$ cat src/rtl/cpu_trace_unit.sv
`default_nettype none
// ============================================================================
// Module   : cpu_trace_unit
// Purpose  : Observation port for the pipelined CPU. Captures register
//            writebacks and data-memory stores into an event FIFO. A 3-beat
//            valid/ready serializer streams the FIFO out. Also keeps
//            saturating cycle/stall/flush/drop statistics counters.
// Ports    : clk_i, rst_i (async, active-high)
//            start_i                      - capture/count enable
//            stall_i, branch_i, flush_i   - hazard/flush activity
//            wb_en_i, wb_rd_i, wb_data_i  - register writeback
//            mem_wr_i, mem_addr_i, mem_data_i - data-memory store
//            trace_valid_o/ready_i/data_o/last_o - trace stream
//            cycle/stall/flush/drop_cnt_o - statistics counters
// Revision : 1.0 - initial release
// ============================================================================
module cpu_trace_unit #(
  parameter int FIFO_DEPTH = 8,
  parameter int STAMP_W    = 16,
  parameter int CNT_W      = 32
) (
  input  logic             clk_i,
  input  logic             rst_i,
  input  logic             start_i,
  input  logic             stall_i,
  input  logic             branch_i,
  input  logic             flush_i,
  input  logic             wb_en_i,
  input  logic [4:0]       wb_rd_i,
  input  logic [31:0]      wb_data_i,
  input  logic             mem_wr_i,
  input  logic [31:0]      mem_addr_i,
  input  logic [31:0]      mem_data_i,
  output logic             trace_valid_o,
  input  logic             trace_ready_i,
  output logic [31:0]      trace_data_o,
  output logic             trace_last_o,
  output logic [CNT_W-1:0] cycle_cnt_o,
  output logic [CNT_W-1:0] stall_cnt_o,
  output logic [CNT_W-1:0] flush_cnt_o,
  output logic [CNT_W-1:0] drop_cnt_o
);

  localparam int         PTR_W    = (FIFO_DEPTH > 1) ? $clog2(FIFO_DEPTH) : 1;
  localparam int         FILL_W   = PTR_W + 1;
  localparam logic [1:0] TYPE_REG = 2'b01;
  localparam logic [1:0] TYPE_MEM = 2'b10;

  typedef struct packed {
    logic [1:0]         typ;
    logic [31:0]        field;   // rd (zero-extended) or byte address
    logic [31:0]        data;
    logic [STAMP_W-1:0] stamp;
  } entry_t;

  typedef enum logic [1:0] {
    S_IDLE = 2'd0,
    S_B0   = 2'd1,
    S_B1   = 2'd2,
    S_B2   = 2'd3
  } state_t;

  state_t             state_q, state_d;
  entry_t             fifo_q [FIFO_DEPTH];
  entry_t             fifo_d [FIFO_DEPTH];
  entry_t             head_q, head_d;
  logic [PTR_W-1:0]   wr_ptr_q, wr_ptr_d, rd_ptr_q, rd_ptr_d;
  logic [FILL_W-1:0]  count_q, count_d;
  logic [CNT_W-1:0]   cycle_cnt_q, cycle_cnt_d, stall_cnt_q, stall_cnt_d;
  logic [CNT_W-1:0]   flush_cnt_q, flush_cnt_d, drop_cnt_q, drop_cnt_d;

  logic               reg_ev, mem_ev, head_take;
  logic [FILL_W-1:0]  free_slots;
  logic [1:0]         n_events, n_push, n_drop;
  entry_t             reg_entry, mem_entry, first_entry;
  logic [31:0]        beat0;

  function automatic logic [CNT_W-1:0] sat_add(input logic [CNT_W-1:0] a,
                                                input logic [1:0]       b);
    logic [CNT_W:0] s;
    s = {1'b0, a} + {{(CNT_W-1){1'b0}}, b};
    return s[CNT_W] ? {CNT_W{1'b1}} : s[CNT_W-1:0];
  endfunction

  // Event capture and push/drop arbitration. Space comes from the registered
  // fill level only, so a same-cycle pop never makes room for these pushes.
  always_comb begin
    reg_ev     = start_i & wb_en_i & (wb_rd_i != 5'd0);
    mem_ev     = start_i & mem_wr_i;
    reg_entry  = '{typ: TYPE_REG, field: {27'b0, wb_rd_i}, data: wb_data_i,
                   stamp: cycle_cnt_q[STAMP_W-1:0]};
    mem_entry  = '{typ: TYPE_MEM, field: mem_addr_i, data: mem_data_i,
                   stamp: cycle_cnt_q[STAMP_W-1:0]};
    first_entry = reg_ev ? reg_entry : mem_entry;
    free_slots = FILL_W'(FIFO_DEPTH) - count_q;
    n_events   = {1'b0, reg_ev} + {1'b0, mem_ev};
    if (free_slots >= FILL_W'(2)) begin
      n_push = n_events;
    end else if (free_slots == FILL_W'(1)) begin
      n_push = (n_events != 2'd0) ? 2'd1 : 2'd0;
    end else begin
      n_push = 2'd0;
    end
    n_drop = n_events - n_push;
  end

  // The head leaves the FIFO when the serializer is idle, or when the last
  // beat of the current record completes (back-to-back records).
  assign head_take = (count_q != '0) &&
                     ((state_q == S_IDLE) || ((state_q == S_B2) && trace_ready_i));

  always_comb begin
    fifo_d = fifo_q;
    if (n_push != 2'd0) fifo_d[wr_ptr_q] = first_entry;
    if (n_push == 2'd2) fifo_d[wr_ptr_q + PTR_W'(1)] = mem_entry;
    wr_ptr_d = wr_ptr_q + PTR_W'(n_push);
    rd_ptr_d = rd_ptr_q + PTR_W'(head_take);
    count_d  = count_q + FILL_W'(n_push) - FILL_W'(head_take);
  end

  always_comb begin
    cycle_cnt_d = cycle_cnt_q;
    stall_cnt_d = stall_cnt_q;
    flush_cnt_d = flush_cnt_q;
    drop_cnt_d  = sat_add(drop_cnt_q, n_drop);
    if (start_i) begin
      cycle_cnt_d = sat_add(cycle_cnt_q, 2'd1);
      stall_cnt_d = sat_add(stall_cnt_q, {1'b0, stall_i & ~branch_i});
      flush_cnt_d = sat_add(flush_cnt_q, {1'b0, flush_i});
    end
  end

  // Serializer next state.
  always_comb begin
    state_d = state_q;
    head_d  = head_q;
    case (state_q)
      S_IDLE:  if (count_q != '0) state_d = S_B0;
      S_B0:    if (trace_ready_i) state_d = S_B1;
      S_B1:    if (trace_ready_i) state_d = S_B2;
      S_B2:    if (trace_ready_i) state_d = (count_q != '0) ? S_B0 : S_IDLE;
      default: state_d = S_IDLE;
    endcase
    if (head_take) head_d = fifo_q[rd_ptr_q];
  end

  // Beat payload is a pure function of state and the latched head, so it is
  // inherently stable while the consumer back-pressures.
  always_comb begin
    beat0                = '0;
    beat0[31:30]         = head_q.typ;
    beat0[STAMP_W-1:0]   = head_q.stamp;
    trace_data_o         = 32'd0;
    case (state_q)
      S_B0:    trace_data_o = beat0;
      S_B1:    trace_data_o = head_q.field;
      S_B2:    trace_data_o = head_q.data;
      default: trace_data_o = 32'd0;
    endcase
  end

  assign trace_valid_o = (state_q != S_IDLE);
  assign trace_last_o  = (state_q == S_B2);
  assign cycle_cnt_o   = cycle_cnt_q;
  assign stall_cnt_o   = stall_cnt_q;
  assign flush_cnt_o   = flush_cnt_q;
  assign drop_cnt_o    = drop_cnt_q;

  always_ff @(posedge clk_i or posedge rst_i) begin
    if (rst_i) begin
      state_q     <= S_IDLE;
      fifo_q      <= '{default: '0};
      head_q      <= '0;
      wr_ptr_q    <= '0;
      rd_ptr_q    <= '0;
      count_q     <= '0;
      cycle_cnt_q <= '0;
      stall_cnt_q <= '0;
      flush_cnt_q <= '0;
      drop_cnt_q  <= '0;
    end else begin
      state_q     <= state_d;
      fifo_q      <= fifo_d;
      head_q      <= head_d;
      wr_ptr_q    <= wr_ptr_d;
      rd_ptr_q    <= rd_ptr_d;
      count_q     <= count_d;
      cycle_cnt_q <= cycle_cnt_d;
      stall_cnt_q <= stall_cnt_d;
      flush_cnt_q <= flush_cnt_d;
      drop_cnt_q  <= drop_cnt_d;
    end
  end

endmodule
`default_nettype wire

$ cat config.mk
export PLATFORM = sky130hd
export DESIGN_NAME = cpu_trace_unit
export DESIGN_NICKNAME = d
export VERILOG_FILES = /design/src/rtl/cpu_trace_unit.sv
export SDC_FILE = /design/constraint.sdc
export NUM_CORES = 2
export LEC_CHECK = 0
export BUFFER_PORTS_ARGS = -buffer_cell sky130_fd_sc_hd__buf_2
export CAP_MARGIN = 20
export CORE_MARGIN = 3
export CORE_UTILIZATION = 65
export CTS_BUF_LIST = sky130_fd_sc_hd__clkbuf_8
export DETAILED_ROUTE_END_ITERATION = 10
export GPL_TIMING_DRIVEN = 0
export PLACE_DENSITY = 0.85
export SLEW_MARGIN = 20
export SYNTH_ARGS = -nofsm -noshare
export SYNTH_HDL_FRONTEND = slang
export SYNTH_SLANG_ARGS = --single-unit
export TNS_END_PERCENT = 50
$ cat constraint.sdc
create_clock -name clk_i -period 70.6 [get_ports clk_i]
set_clock_uncertainty 0.1 [all_clocks]
set_input_delay 7.06 -clock clk_i [delete_from_list [all_inputs] [get_ports clk_i]]
set_output_delay 7.06 -clock clk_i [all_outputs]
set_load 0.005 [all_outputs]
; ---- Word-level counts from Yosys, hierarchy flattened
; Cells that the tools add are included.
[op_classes]
add_sub_neg = 12
n_mul = 0
n_div = 0
n_lt_le_gt_ge = 6
eq_ne = 9
shifts = 0
mux = 26
bitwise = 8
n_reduce_logical = 12
[ops]
columns = cell, count
row1 = 656-bit bitwise mux, 2
row2 = 656-bit 2-to-1 mux, 2
row3 = 82-bit demux with 3-bit select, 2
row4 = 82-bit 2-to-1 mux, 5
row5 = 82-bit binary-select mux with 3-bit select, 1
row6 = 32-bit 2-to-1 mux, 4
row7 = 32-bit one-hot mux with 3 select lines, 1
row8 = 32-bit by 1-bit adder with 33-bit output, 2
row9 = "32-bit by 1-bit adder with 33-bit output, second input constant", 1
row10 = 32-bit by 2-bit adder with 33-bit output, 1
row11 = "4-bit greater-or-equal comparator, second input constant", 3
row12 = 3-bit inverter with 4-bit output, 3
row13 = 2-bit 2-to-1 mux, 5
row14 = "4-bit by 1-bit less-than comparator with 1-bit output, second input constant", 2
row15 = "2-bit != test, second input constant", 4
row16 = 2-bit one-hot mux with 4 select lines, 1
row17 = "2-bit == test, second input constant", 3
row18 = 2-bit nonzero test, 3
row19 = 5-bit nonzero test, 1
row20 = 4-bit by 2-bit adder with 4-bit output, 1
row21 = 1-bit bitwise AND, 4
row22 = "4-bit by 1-bit == test with 1-bit output, second input constant", 1
row23 = "4-bit by 2-bit greater-or-equal comparator with 1-bit output, second input constant", 1
row24 = 1-bit logical AND, 4
row25 = other kinds (14), 16
[totals]
register_bits = 878
latch_bits = 0
ram_bits = 0
mem_bits_ro = 0
in_bits = 110
word_cells = 117
n_memories = 0

; ---- Longest topological paths before layout
[depth]
ltp_word = 11
mapped_depth = 21

; ---- Least setup slack after synthesis
; Ideal clock, no wire load.
[synth_path]
kind = in2reg
from = input wb_rd_i[4]
to = register drop_cnt_q[29], in the netlist drop_cnt_o[29]
setup_ps = 125
arrival_time_ps = 10509
required_time_ps = 70375
setup_slack_ps = 59866
stages = 19
n_path_buf = 3
path_cell_list = nor4_1 > nand2b_1 > nor2b_1 > buf_1 > inv_2 > ha_1 > nand2_1 > o21ai_0 > ha_1 > inv_1 > ha_1 > fa_1 > nand3_1 > or4_1 > clkbuf_1 > or2_1 > clkbuf_1 > nand2_1 > mux2_2
[synth_via]
elab_chain_len = 10
[synth_lines]
columns = item, line_no
row1 = "start, declared", 29  ; input logic [4:0] wb_rd_i,
row2 = 5-bit nonzero test *, 88  ; reg_ev = start_i & wb_en_i & (wb_rd_i != 5'd0);
row3 = 1-bit bitwise AND *, 88
row4 = 1-bit by 1-bit adder with 2-bit output *, 96  ; n_events = {1'b0, reg_ev} + {1'b0, mem_ev};
row5 = 2-bit nonzero test, 100  ; n_push = (n_events != 2'd0) ? 2'd1 : 2'd0;
row6 = 1-bit 2-to-1 mux, 100
row7 = 1-bit 2-to-1 mux, 99  ; end else if (free_slots == FILL_W'(1)) begin
row8 = 2-bit 2-to-1 mux, 97  ; if (free_slots >= FILL_W'(2)) begin
row9 = 2-bit subtractor *, 104  ; n_drop = n_events - n_push;
row10 = 32-bit by 2-bit adder with 33-bit output *, 81  ; s = {1'b0, a} + {{(CNT_W-1){1'b0}}, b};
row11 = 32-bit 2-to-1 mux *, 82  ; return s[CNT_W] ? {CNT_W{1'b1}} : s[CNT_W-1:0];
row12 = named net drop_cnt_d[29], 70  ; logic [CNT_W-1:0] flush_cnt_q, flush_cnt_d, drop_cnt_q, drop_cnt_d;
row13 = "end signal, assigned", 191  ; drop_cnt_q <= drop_cnt_d;
row14 = "end, declared", 70
; The timed path passes the listed nets; every way through them passes the cells marked *.
; A chain may end at the register's enable or synchronous reset.

==> metrics.txt <==
run status finished with violations; violated checks design-rule violations; WS Path Type primary input to flop; clock root buffer clkbuf_8; post-synthesis cell count 3488; per-cell routed wire length between 20 and 30 um; GRT Total Usage 39.0%; share of Yosys cell area claimed by the top area cell type a little over half; WP data required approximately 70 ns; slowest stage cell, crit path clkbuf_1; Cell variety after synth 53; DRC 14; GRT overflow 0; gpl congestion 1.00; critical path, cell by cell buf_2 -> nor4_1 -> nand2b_1 -> nor2b_1 -> buf_1 -> clkbuf_1 -> ha_1 -> nor2b_1 -> nand2_1 -> o22ai_1 -> a21o_1 -> clkbuf_1 -> clkbuf_1 -> o22ai_1 -> a21oi_1; Leakage 0.0225 uW; Syn Area/Cell ~12 um^2; DRT antenna net count 0; row count between 90 and 100; drt first-iter violations about 5700; CP Capture Type flop; slew margin rel. 9.61%; number of max-cap violations 0; worst slack, placed ~59 ns; H-tree depth 4; R2R cell count 20; NumNets Final between 4000 and 5000; CP peak stage delay between 0.7 and 0.8 ns; Final WS setup 59.52 ns; Initial Util 65.9%; crit path DAT roughly 12 ns; Final Max Tran Viols 0; Post-synth ARST share 100%; class of the worst hold path flop to flop; critical path fanouts, max 10; largest net degree at the start of global routing 110; clock latency on the worst-skew pair around 0.83 ns; Post-synth EDFFs 0; PwrDens roughly 45 mW/mm^2; FF+latch count, synth about 880; vias in the first global route 33800; fin crit share between 10% and 20%; I/O pin total approximately 270; hold path depth 2; Syn Std Cell Area around 0.041 mm^2; TritonCTS clock tree built; Tot Pwr between 2000 and 2500 uW; CTS Buf Count roughly 140; crit-path leading delay family buffers and inverters; CORE AREA between 0.06 and 0.07 mm^2; synth warn 0; synthesized net count about 3600; Synth area leaders dfrtp_1 54%, mux4_2 9.1%, a222oi_1 4.9%; initial antenna violation count 7; Setup Buffers After CTS 0; post-DP HPWL roughly 86000 um; Total Wirelength around 130000 um; Worst-Margin Slew ~1.4 ns; first-pass GRT wire length slightly below 200000 um; prevailing post-synth register cell dfrtp_1; Synth area leader dfrtp_1; Achievable Freq 0.0903 GHz; top post-synthesis cells by count 878 x dfrtp_1, 315 x nand2_1, 288 x inv_1; drt via density between 6 and 7; Setup crit start kind primary input; Resized cells post-CTS 0; worst path bufs/invs 5; first-pass iteration count of the detailed router 11; RSZ-0062 raised after global routing false; peak supply drop 0.0223 mV; sequential area share after synthesis a little over half; Die X-Extent roughly 260 um; Longest Clk Path Bufs 3; Crit path depth 15; Die Y between 200 and 300 um; Worst-path clk slew approximately 0.06 ns; Hold Buf Count CTS 0; vias post-DR ~34000; setup violators final 0; area grow syn2layout 13.6%; final hold vios 0; Port-buffer cells between 200 and 250; crit path time final about 11 ns; CP dominant cell by count clkbuf_1; most instantiated library cell after synthesis dfrtp_1; TritonCTS Sinks around 900; TNS Setup 0 ns; Die ar. 0.0657 mm^2; layout cell share with drive strength beyond 1 between 10% and 20%
## layout make-up
class,instances,area [um^2]
timing repair buffer,261,1570
clock buffer,177,2440
fill,3974,15500
antenna,7,17.5
inverter,289,1090
buffer,305,1260
clock inverter,74,425
tap,837,1050
sequential,878,22000
multi-input combinational,2016,16500
## worst reg2reg max path, stage by stage, from the launching register on
cell      delay, ns
dfrtp_1        0.40
inv_1          0.08
ha_1           0.29
xnor2_1        0.15
or3_1          0.29
buf_2          0.17
or2_1          0.24
buf_6          0.14
clkbuf_1       0.25
o21ai_0        0.45
ha_1           0.23
inv_1          0.04
ha_1           0.20
fa_1           0.47
nand3_1        0.17
or4_1          0.13
clkbuf_1       0.25
or2_1          0.15
clkbuf_1       0.34
buf_2          0.30
nand2_1        0.08
## final timing paths
path,startpoint,to,slack [ns]
min reg2reg,fifo_q[3],fifo_q[3],0.37
max,wb_rd_i[0],fifo_q[458],59.52
max in group asynchronous,rst_i,fifo_q[176],62.66
min in group asynchronous,rst_i,drop_cnt_o[29],6.10
min,fifo_q[3],fifo_q[3],0.37
max reg2reg,count_q[0],drop_cnt_o[18],65.56
## kinds of logic (layout without fill, tap and decap cells)
| logic type | count (synthesis) | count (layout) | share of synthesized area (%) |
|---|---|---|---|
| simple gates | 760 | 760 | 8.20 |
| flops | 878 | 878 | 53.9 |
| mux | 339 | 339 | 13.6 |
| xor+xnor | 107 | 107 | 2.30 |
| fa+ha+maj | 31 | 31 | 1.01 |
| compound gates | 779 | 779 | 15.2 |
| other cells | 0 | 7 | 0 |
| buf+inv | 594 | 1106 | 5.75 |
## sequential cells by signal (all words and copies together), names as in the netlist
name,cells
beat0,18
count_q,4
cycle_cnt_o,32
drop_cnt_o,32
fifo_q,656
flush_cnt_o,32
head_q,64
rd_ptr_q,3
stall_cnt_o,32
state_q,2
wr_ptr_q,3
## cells in the final DEF (no fill, tap or decap), drive strengths merged, types with 90 or more instances in the layout
| master | synthesis | routed |
|---|---|---|
| buf | 126 | 386 |
| inv | 289 | 346 |
| nand2 | 315 | 315 |
| clkbuf | 179 | 357 |
| mux2i | 90 | 90 |
| nor2 | 241 | 241 |
| a222oi | 198 | 198 |
| a21oi | 157 | 157 |
| dfrtp | 878 | 878 |
| a22o | 216 | 216 |
| mux4 | 164 | 164 |
## metrics by stage
step	area (um^2)	util, %	instances	hold WS [ns]
after floorplan	40700	-	3488	0.333
after global placement	43000	69.6	4568	0.346
after detailed placement	43400	70.2	4585	0.350
after CTS	46300	74.8	4836	0.368
after global routing	46300	74.9	4841	0.386
final	46300	74.9	4844	0.365
## metal layers
layer	wire [um]	vias up	global-route usage [%]
li1	-	13700	-
met1	44600	16600	50.1
met2	56300	2783	56.5
met3	17900	616	14.2
met4	9560	6	25.1
met5	99	-	0.731
## where the power goes
| group | switching, uW | leakage [uW] | internal (uW) | total (uW) |
|---|---|---|---|---|
| Sequential | 116 | 0.0106 | 691 | 807 |
| Combinational | 483 | 0.0103 | 363 | 846 |
| Clock | 210 | 0.00166 | 237 | 448 |
| Total | 809 | 0.0225 | 1290 | 2100 |
Note: power is estimated with default switching activity, not from simulation.
